$ cat src/rtl/comp_load_ctrl.sv
// ---------------------------------------------------------------------------
// comp_load_ctrl
//   Operand-load sequencer for an 8-bit magnitude comparator. Four async push
//   buttons are synchronised and debounced. Each accepted press loads one
//   nibble from the switch bank y, in the order A_lo, A_hi, B_lo, B_hi. A and B
//   are then compared and the result is latched on three LEDs.
//
// Ports
//   clk            system clock; all state changes on the rising edge
//   reset          synchronous, active-high reset
//   y[3:0]         nibble switches, sampled when a load is accepted
//   pb1..pb4       async buttons: load A[3:0], A[7:4], B[3:0], B[7:4]
//   a[7:0], b[7:0] operand registers
//   l0 / l1 / l2   A<B / A==B / A>B, valid while done=1
//   done           comparison result valid
//   seq_err        one-cycle pulse after a rejected press
//   state[2:0]     current FSM state, for debug LEDs
// ---------------------------------------------------------------------------
module comp_load_ctrl #(
    parameter int DB_CYCLES = 250000,
    parameter int CNT_W     = 18
) (
    input  logic       clk,
    input  logic       reset,
    input  logic [3:0] y,
    input  logic       pb1,
    input  logic       pb2,
    input  logic       pb3,
    input  logic       pb4,
    output logic [7:0] a,
    output logic [7:0] b,
    output logic       l0,
    output logic       l1,
    output logic       l2,
    output logic       done,
    output logic       seq_err,
    output logic [2:0] state
);

    typedef enum logic [2:0] {
        W_ALO = 3'd0,
        W_AHI = 3'd1,
        W_BLO = 3'd2,
        W_BHI = 3'd3,
        CMP   = 3'd4,
        SHOW  = 3'd5
    } state_t;

    localparam logic [CNT_W-1:0] CNT_LAST = CNT_W'(DB_CYCLES - 1);
    localparam logic [CNT_W-1:0] CNT_ONE  = CNT_W'(1);

    logic [3:0] pb_raw;
    logic [3:0] press;

    assign pb_raw = {pb4, pb3, pb2, pb1};

    // Per-button conditioning: 2-flop synchroniser, counter debounce, and a
    // registered rising-edge detect on the debounced level.
    genvar gi;
    generate
        for (gi = 0; gi < 4; gi++) begin : g_btn
            logic             sync1_reg;
            logic             sync2_reg;
            logic             deb_reg;
            logic             deb_d_reg;
            logic             press_reg;
            logic [CNT_W-1:0] cnt_reg;

            always_ff @(posedge clk) begin
                if (reset) begin
                    sync1_reg <= 1'b0;
                    sync2_reg <= 1'b0;
                    deb_reg   <= 1'b0;
                    deb_d_reg <= 1'b0;
                    press_reg <= 1'b0;
                    cnt_reg   <= '0;
                end else begin
                    sync1_reg <= pb_raw[gi];
                    sync2_reg <= sync1_reg;
                    deb_d_reg <= deb_reg;
                    press_reg <= deb_reg & ~deb_d_reg;
                    // Any cycle of agreement restarts the count, so only an
                    // uninterrupted run of DB_CYCLES disagreeing samples flips.
                    if (sync2_reg == deb_reg) begin
                        cnt_reg <= '0;
                    end else if (cnt_reg == CNT_LAST) begin
                        deb_reg <= ~deb_reg;
                        cnt_reg <= '0;
                    end else begin
                        cnt_reg <= cnt_reg + CNT_ONE;
                    end
                end
            end

            assign press[gi] = press_reg;
        end
    endgenerate

    // Sequencer
    state_t     state_reg, state_next;
    logic [7:0] a_reg, a_next;
    logic [7:0] b_reg, b_next;
    logic [2:0] led_reg, led_next;     // {l2, l1, l0}
    logic       done_reg, done_next;
    logic       err_reg, err_next;
    logic [3:0] expected;
    logic       single_press;
    logic       accept;

    // One-hot mask of the button the current state is waiting for; CMP waits
    // for nothing, so every press there is rejected.
    always_comb begin
        expected = 4'b0000;
        case (state_reg)
            W_ALO:   expected = 4'b0001;
            W_AHI:   expected = 4'b0010;
            W_BLO:   expected = 4'b0100;
            W_BHI:   expected = 4'b1000;
            SHOW:    expected = 4'b0001;
            default: expected = 4'b0000;
        endcase
    end

    // Exactly one pulse set: clearing the lowest set bit leaves nothing.
    assign single_press = (press != 4'd0) && ((press & (press - 4'd1)) == 4'd0);
    assign accept       = single_press && (press == expected);

    always_comb begin
        state_next = state_reg;
        a_next     = a_reg;
        b_next     = b_reg;
        led_next   = led_reg;
        done_next  = done_reg;
        err_next   = (press != 4'd0) && !accept;

        case (state_reg)
            W_ALO: if (accept) begin
                a_next[3:0] = y;
                state_next  = W_AHI;
            end
            W_AHI: if (accept) begin
                a_next[7:4] = y;
                state_next  = W_BLO;
            end
            W_BLO: if (accept) begin
                b_next[3:0] = y;
                state_next  = W_BHI;
            end
            W_BHI: if (accept) begin
                b_next[7:4] = y;
                state_next  = CMP;
            end
            // Single-cycle compare; a stray press here is flagged but does not
            // stall the comparison.
            CMP: begin
                led_next   = {(a_reg > b_reg), (a_reg == b_reg), (a_reg < b_reg)};
                done_next  = 1'b1;
                state_next = SHOW;
            end
            // pb1 in SHOW restarts the sequence and doubles as the A_lo load.
            SHOW: if (accept) begin
                a_next     = {4'h0, y};
                b_next     = 8'h00;
                led_next   = 3'b000;
                done_next  = 1'b0;
                state_next = W_AHI;
            end
            default: begin
                led_next   = 3'b000;
                done_next  = 1'b0;
                state_next = W_ALO;
            end
        endcase
    end

    always_ff @(posedge clk) begin
        if (reset) begin
            state_reg <= W_ALO;
            a_reg     <= 8'h00;
            b_reg     <= 8'h00;
            led_reg   <= 3'b000;
            done_reg  <= 1'b0;
            err_reg   <= 1'b0;
        end else begin
            state_reg <= state_next;
            a_reg     <= a_next;
            b_reg     <= b_next;
            led_reg   <= led_next;
            done_reg  <= done_next;
            err_reg   <= err_next;
        end
    end

    assign a            = a_reg;
    assign b            = b_reg;
    assign {l2, l1, l0} = led_reg;
    assign done         = done_reg;
    assign seq_err      = err_reg;
    assign state        = state_reg;

endmodule

$ cat config.mk
export PLATFORM = sky130hd
export DESIGN_NAME = comp_load_ctrl
export DESIGN_NICKNAME = d
export VERILOG_FILES = /design/src/rtl/comp_load_ctrl.sv
export SDC_FILE = /design/constraint.sdc
export NUM_CORES = 1
export LEC_CHECK = 0
export ABC_CLOCK_PERIOD_IN_PS = 2800
export CAP_MARGIN = 20
export CORE_ASPECT_RATIO = 0.75
export CORE_MARGIN = 10
export CORE_UTILIZATION = 53
export DETAILED_ROUTE_END_ITERATION = 16
export PLACE_DENSITY = 0.82
export SYNTH_ARGS = -nofsm -noshare
export SYNTH_HDL_FRONTEND = slang
export SYNTH_SLANG_ARGS = --single-unit
$ cat constraint.sdc
create_clock -name clk -period 2.8 [get_ports clk]
set_clock_uncertainty 0.1 [all_clocks]
set_input_delay 0.28 -clock clk [delete_from_list [all_inputs] [get_ports clk]]
set_output_delay 0.28 -clock clk [all_outputs]
set_load 0.1 [all_outputs]
==> results of run 1 <==
==> cells in the mapped netlist (2+ instances only) <==
| cell | instances | area, sq um |
|---|---|---|
| nor2_1 | 101 | 379 |
| nand4_1 | 23 | 144 |
| ha_1 | 12 | 150 |
| nor4_1 | 16 | 100 |
| nor4bb_1 | 2 | 20.0 |
| mux2i_1 | 12 | 120 |
| nor3_1 | 9 | 45.0 |
| a21oi_1 | 10 | 50.1 |
| nor2b_1 | 21 | 131 |
| nand3_1 | 27 | 135 |
| and3_1 | 7 | 43.8 |
| or2_2 | 9 | 56.3 |
| and3b_1 | 2 | 17.5 |
| and4_1 | 3 | 26.3 |
| o21a_1 | 2 | 15.0 |
| xor2_1 | 31 | 272 |
| inv_1 | 27 | 101 |
| nand4b_1 | 2 | 17.5 |
| o21ai_0 | 19 | 95.1 |
| and4b_1 | 2 | 20.0 |
| nor4b_1 | 2 | 17.5 |
| nand3b_1 | 4 | 30.0 |
| xnor2_1 | 40 | 350 |
| clkbuf_1 | 17 | 63.8 |
| a31oi_1 | 5 | 31.3 |
| dfxtp_1 | 116 | 2320 |
| and2_1 | 3 | 18.8 |
| nand2_1 | 41 | 154 |
| a21o_1 | 2 | 15.0 |
==> cell families after synthesis <==
logic type | count (synthesis)
simple gates | 279
flops | 116
xor+xnor | 71
compound gates | 48
buf+inv | 47
mux | 13
fa+ha+maj | 12
==> metrics by stage <==
stage | cells | hold slack [ns]
after floorplan | 586 | 0.267
after global placement | 728 | 0.271
after detailed placement | 728 | 0.275
after CTS | 758 | 0.282
after global routing | 758 | 0.293
final | 758 | 0.279
==> area by class of cell <==
type	instances	area (sq um)	area share, %
multi-input cells	423	2590	42.7
flip-flops and latches	116	2320	38.2
clock buffers	20	467	7.67
repair buffers	34	278	4.57
well taps	128	160	2.63
clock inverters	10	155	2.55
inverters	27	101	1.67
==> where the power goes <==
group	internal (mW)	leakage, nW	switching (mW)
combinational	0.0372	0.860	0.0874
sequential	1.67	0.938	0.00968
clock	1.54	0.304	0.732
==> routing by layer <==
layer  vias up  GRT usage (%)  wire [microns]
met2       104           24.8            5040
met1      1896           19.3            5010
met5         -              0               0
met3        17           4.50             522
met4         0           6.98             171
li1       2056              -               -
==> worst min path at each step <==
stage / end / slack, ns / cells after the start
2_1_floorplan: g_btn[0].press_reg / 0.27 / 1
3_3_place_gp: g_btn[3].press_reg / 0.27 / 1
3_5_place_dp: g_btn[3].press_reg / 0.27 / 1
4_1_cts: g_btn[0].press_reg / 0.28 / 1
5_1_grt: g_btn[3].press_reg / 0.29 / 1
6_report: g_btn[3].press_reg / 0.28 / 1
==> worst max-delay path, delay by kind of cell (launching register included) <==
kind | cells | cell delay (ns)
multiplexers | 1 | 0.27
flip-flops | 1 | 0.69
AND/OR/NAND/NOR | 2 | 0.51
AO/OA/AOI/OAI | 2 | 1.00
==> flow_summary.toml, run 1 <==
[finish]
fin_nets = 641
final_util_pct = 65.9
mostFrequentLayoutCell = "dfxtp_1"
largest_reg_flops = 72
num_antenna_cells = 0
layout_filler_cell_count = 745
mostFrequentLayoutCells = "dfxtp_1, nor2_1, nand2_1"
layout-drive-gt1-share_pct = 11.0
areaGrowthSynthToFinish_pct = 19.1
finish.instance_area_sq_mm = 0.00608

[critical_path]
critPathSlowestCell = "dfxtp_1"
path_class = "register to register"
reg2reg_to = "b[2]"
slowest_delay_ns = 0.69
critPathMaxFanout = 18
critical_path.cell_chain = "nor2b_1, nand4b_1, a311o_1, a21oi_1, mux2i_1"
startpoint_type = "register"
setup.worst_path.start = "state[0]"
r2r_setup_slack_ns = 0.17
worst-r2r-cell-count = 5
worst_setup_path_endpoint = "b[2]"
required_ns = 3.03
crit_arrival_ns = 2.86
worst_setup_path_end_kind = "register"
regToRegStartpoint = "state[0]"

[sta]
fin_crit_sh_pct = 94.0
setup_ws_ns = 0.169
hold_viol = 0
relSlewSlack_pct = 50.3
unrepaired_setup_endpoints_after_global_routing = "no"
setup_total_negative_slack_ns = 0
fmax_mhz = 380
worst-slew-pin-transition_ns = 0.738
setup_violations = 0
final_period_minus_worst_setup_slack_ns = 2.63
timing.final.max_slew_violations = 0

[route]
drc_violations_left = 0
via_per_inst = 5.37
wl_per_cell_microns = 14.2
drt_wl_total_mm = 10.7
first_pass_iters = 5
vias = 4073
initialDrtViolationCount = 320
post_detailed_route_count_of_antenna_violating_nets = 0

[worst_hold_path]
hold_path_class = "register to register"
hp-start = "g_btn[3].deb_d_reg"

[floorplan]
design.die.area_sq_mm = 0.0140
floorplan.rows = 30
dieWidth_microns = 133
pin_count = 34
floorplan.initialDensity_pct = 55.3
die-height_microns = 105
total_core_area_sq_mm = 0.00923

[clock_tree]
postCtsSetupRepairBufs = 0
clock_latency_on_the_worst_skew_pair_ns = 0.41
h-tree-depth = 4
clk_pin_slew_worst_paths_ns = 0.05
number_of_cts_inserted_buffers = 17
sink_count = 116
cts_repair_resizes = 0
post_cts_hold_buffer_count = 0
clockBufferDepth = 2
cts_tree = "yes"
cts.root.buffer_cell = "clkbuf_16"

[power_and_ir_drop]
worst_ir_drop_vdd_mv = 0.645
power_leakage_nw = 2.10
power.density_mw_per_mm2 = 670
post-layout-total-power_mw = 4.07

[global_route]
maximum_number_of_pins_on_one_net_before_global_route_repair = 32
gr-total-overflow = 0
first_pass_grt_wire_length_mm = 18.3
first_global_vias = 3887
global_route.usage.total_pct = 15.7
grt_antenna_before_repair = 0

[placement]
dp_hpwl_mm = 7.28
detailed_place.area_sq_mm = 0.00546
dpl_worst_slack_ns = 0.274
gp_routability_congestion = 0.823
buffer_ports.inserted = 33

[synth]
yosys.cell_types.count = 48
synth_warnings = 0
yosys.area_share.simple_pct = 27.3
synth_fp_nets = 608
multiplexer_fraction_of_the_synthesized_cell_area_pct = 2.57
synthArstFlopShare_pct = 0
dominantRegCellSynth = "dfxtp_1"
syn_avg_cell_area_sq_um = 8.71
count_of_flip_flops_with_a_built_in_enable_after_synthesis = 0
synth.ff_latch_count = 116
synth_compound_gate_area_share_pct = 5.81
main_combinational_cell_family_by_area_after_synthesis = "simple AND/OR/NAND/NOR gates"
synth_xor_area_share_pct = 12.2
synth-seq-area-share_pct = 45.5
synth-adder-area-share_pct = 2.94
syn-cell-area_sq_mm = 0.00511
synthesis.instances = 586

[status]
run_status = "finished clean"

[job]
cap_viol_max_count = 0
(Power assumes the default switching activity.)
==> run 2: changes to the inputs <==
CORE_UTILIZATION = 50   (was 53)
GPL_ROUTABILITY_DRIVEN = 0   (was default)
PLACE_DENSITY = 0.78   (was 0.82)
==> flow_summary.toml, run 2 (synthesis gave the netlist of run 1 again) <==
[route]
post_detailed_route_count_of_antenna_violating_nets = 0
via_per_inst = 5.34
drc_violations_left = 0
first_pass_iters = 6
wl_per_cell_microns = 13.9
initialDrtViolationCount = 324
drt_wl_total_mm = 10.6
vias = 4069

[critical_path]
setup.worst_path.start = "state[1]"
worst_setup_path_end_kind = "register"
crit_arrival_ns = 2.70
startpoint_type = "register"
critPathMaxFanout = 22
required_ns = 3.03
path_class = "register to register"
regToRegStartpoint = "state[1]"

[placement]
dp_hpwl_mm = 7.26
buffer_ports.inserted = 33

[floorplan]
pin_count = 34
total_core_area_sq_mm = 0.00981
floorplan.initialDensity_pct = 52.0
die-height_microns = 108
dieWidth_microns = 137
floorplan.rows = 31
design.die.area_sq_mm = 0.0147

[worst_hold_path]
hp-start = "g_btn[3].deb_d_reg"
hold_path_class = "register to register"

[sta]
setup_violations = 0
worst-slew-pin-transition_ns = 0.708
fmax_mhz = 404
timing.final.max_slew_violations = 0
final_period_minus_worst_setup_slack_ns = 2.48
relSlewSlack_pct = 52.8
setup_total_negative_slack_ns = 0
fin_crit_sh_pct = 88.5
hold_viol = 0
whs_ns = 0.297
unrepaired_setup_endpoints_after_global_routing = "no"

[global_route]
maximum_number_of_pins_on_one_net_before_global_route_repair = 32
global_route.usage.total_pct = 15.2
grt_antenna_before_repair = 0
gr-total-overflow = 0
first_global_vias = 3953
first_pass_grt_wire_length_mm = 18.3

[clock_tree]
h-tree-depth = 4
clk_pin_slew_worst_paths_ns = 0.05
clock_latency_on_the_worst_skew_pair_ns = 0.41
number_of_cts_inserted_buffers = 17
cts.root.buffer_cell = "clkbuf_16"
cts_tree = "yes"
clockBufferDepth = 2
sink_count = 116

[job]
cap_viol_max_count = 0

[finish]
areaGrowthSynthToFinish_pct = 17.1
layout-drive-gt1-share_pct = 10.5
mostFrequentLayoutCells = "dfxtp_1, nor2_1, nand2_1"
num_antenna_cells = 0
mostFrequentLayoutCell = "dfxtp_1"
fin_nets = 641
largest_reg_flops = 72

[power_and_ir_drop]
power_leakage_nw = 2.06
post-layout-total-power_mw = 3.67
worst_ir_drop_vdd_mv = 0.443
power.density_mw_per_mm2 = 614

[status]
run_status = "finished clean"
[run 2: changes by cell type in the layout (fill, tap and decap cells not counted), sizes merged]
cell      before  now
clkinv         4    6
bufinv         4    0
clkbuf        20   24
clkinvlp       2    0
[run 2: worst paths after layout]
path | endpoint | cells after the start | slack [ns]
setup reg to reg | led_reg[2] | 5 | 0.32
setup / recovery | led_reg[2] | 5 | 0.32
hold reg to reg | g_btn[3].press_reg | 1 | 0.30
hold / removal | g_btn[3].press_reg | 1 | 0.30
[run 2: critical path, cell delays in order, from the launching register on]
cell and delay [ns]:
dfxtp_2 0.56, and4b_1 0.25, o41ai_1 0.53, a311oi_2 0.36, o31a_1 0.42, o211ai_1 0.18
[run 2: where the power goes]
| part | internal, mW | leakage (nW) | total [mW] | switching (mW) |
|---|---|---|---|---|
| sequential | 1.67 | 0.938 | 1.68 | 0.00967 |
| combinational | 0.0371 | 0.860 | 0.125 | 0.0884 |
| clock | 1.18 | 0.259 | 1.87 | 0.692 |
[run 2: through the flow]
stage	area [sq um]	utilization, %	cells	setup WS [ns]
after global routing	5980	60.9	762	0.0718
after CTS	5980	60.9	762	0.258
after global placement	5460	55.7	732	0.393
final	5980	60.9	762	0.322
after floorplan	5110	-	586	0.0949
after detailed placement	5460	55.7	732	0.287
[run 2: timing repair]
action,CTS,global route
endpoints found under the setup margin,0,6
buffers inserted,0,0
hold buffers,0,0
gates resized for setup,0,1
[run 2: cell type report]
cell class	count	area [sq um]
well taps	132	165
inverters	27	101
multi-input cells	423	2590
fillers	831	3840
clock buffers	24	482
clock inverters	6	30.0
repair buffers	34	278
flip-flops and latches	116	2330
[run 2: layer usage]
layer / vias up / wire length (microns) / GRT usage (%)
met3: 13 / 582 / 5.18
met5: - / 0 / 0
met4: 0 / 129 / 6.83
met2: 97 / 4790 / 22.7
met1: 1905 / 5100 / 19.3
li1: 2054 / - / -
==> run 3: changes to the inputs <==
GPL_TIMING_DRIVEN = 0   (was default)
==> flow_summary.toml, run 3 (synthesis gave the netlist of run 1 again) <==
[finish]
layout-drive-gt1-share_pct = 7.07
largest_reg_flops = 72
areaGrowthSynthToFinish_pct = 21.4
num_antenna_cells = 0
mostFrequentLayoutCells = "dfxtp_1, nor2_1, nand2_1"
mostFrequentLayoutCell = "dfxtp_1"
fin_nets = 660

[floorplan]
dieWidth_microns = 137
pin_count = 34
die-height_microns = 108
design.die.area_sq_mm = 0.0147
total_core_area_sq_mm = 0.00981
floorplan.initialDensity_pct = 52.0
floorplan.rows = 31

[global_route]
first_global_vias = 4259
maximum_number_of_pins_on_one_net_before_global_route_repair = 17
global_route.usage.total_pct = 16.5
grt_antenna_before_repair = 0
gr-total-overflow = 0
first_pass_grt_wire_length_mm = 19.8

[route]
wl_per_cell_microns = 14.6
vias = 4212
drt_wl_total_mm = 11.4
initialDrtViolationCount = 334
first_pass_iters = 4
post_detailed_route_count_of_antenna_violating_nets = 0
via_per_inst = 5.38
drc_violations_left = 0

[power_and_ir_drop]
power_leakage_nw = 2.07
power.density_mw_per_mm2 = 643
worst_ir_drop_vdd_mv = 0.415
post-layout-total-power_mw = 3.98

[sta]
unrepaired_setup_endpoints_after_global_routing = "no"
setup_violations = 0
worst-slew-pin-transition_ns = 0.992
hold_viol = 0
relSlewSlack_pct = 33.6
final_period_minus_worst_setup_slack_ns = 2.50
fin_crit_sh_pct = 89.2
timing.final.max_slew_violations = 0
fmax_mhz = 400
setup_ws_ns = 0.303
setup_total_negative_slack_ns = 0

[clock_tree]
clk_pin_slew_worst_paths_ns = 0.05
clockBufferDepth = 2
clock_latency_on_the_worst_skew_pair_ns = 0.41
h-tree-depth = 4
sink_count = 116
post_cts_hold_buffer_count = 0
cts_tree = "yes"
postCtsSetupRepairBufs = 0
number_of_cts_inserted_buffers = 17
cts.root.buffer_cell = "clkbuf_16"
cts_repair_resizes = 0

[placement]
dp_hpwl_mm = 7.76
buffer_ports.inserted = 33
dpl_worst_slack_ns = 0.275

[critical_path]
required_ns = 2.98
worst_setup_path_end_kind = "register"
critPathMaxFanout = 10
crit_arrival_ns = 2.68
path_class = "register to register"
startpoint_type = "register"

[status]
run_status = "finished clean"

[job]
cap_viol_max_count = 0

[worst_hold_path]
hold_path_class = "register to register"
-- run 3: cell type report --
| class | instances | area [sq um] |
|---|---|---|
| clock inverter | 10 | 130 |
| sequential | 116 | 2320 |
| clock buffer | 22 | 464 |
| timing repair buffer | 33 | 330 |
| multi-input combinational | 423 | 2590 |
| inverter | 27 | 101 |
| fill | 799 | 3610 |
| buffer | 20 | 87.6 |
| tap | 132 | 165 |
-- run 3: path summary, 6_finish.rpt --
check                                          start             endpoint  slack [ns]  cells after the start
worst max-delay path            g_btn[0].cnt_reg[12]  g_btn[0].cnt_reg[6]        0.30                      7
worst min-delay path              g_btn[3].deb_d_reg   g_btn[3].press_reg        0.28                      1
worst max register to register  g_btn[0].cnt_reg[12]  g_btn[0].cnt_reg[6]        0.30                      7
worst min register to register    g_btn[3].deb_d_reg   g_btn[3].press_reg        0.28                      1
-- run 3: layer usage --
layer | vias to the layer above | global-route usage, % | share of wire, %
met3 | 19 | 4.66 | 4.4
li1 | 2093 | - | -
met5 | - | 0 | 0
met4 | 0 | 6.98 | 1.5
met1 | 2014 | 20.2 | 46
met2 | 86 | 26.5 | 48
-- run 3: stage by stage --
| step | utilization, % | cells | hold slack, ns | cell area (sq um) |
|---|---|---|---|---|
| 3_5_place_dp | 57.1 | 751 | 0.273 | 5600 |
| 6_report | 63.2 | 783 | 0.281 | 6200 |
| 2_1_floorplan | - | 586 | 0.267 | 5110 |
| 5_1_grt | 63.2 | 783 | 0.300 | 6200 |
| 4_1_cts | 63.2 | 783 | 0.280 | 6200 |
| 3_3_place_gp | 57.1 | 751 | 0.273 | 5600 |
-- run 3: worst max-delay path: stages, from the launching register on --
cell and delay, ns:
dfxtp_1 0.38, nor4bb_1 0.29, nand2_1 0.09, nor4_1 0.55, or2_2 0.21, clkbuf_1 0.27
clkbuf_1 0.38, nor2_1 0.10
-- run 3: report_power, final --
| group | total, mW | internal [mW] | switching [mW] |
|---|---|---|---|
| logic | 0.132 | 0.0404 | 0.0915 |
| clock network | 2.18 | 1.44 | 0.741 |
| registers | 1.67 | 1.67 | 0.00929 |
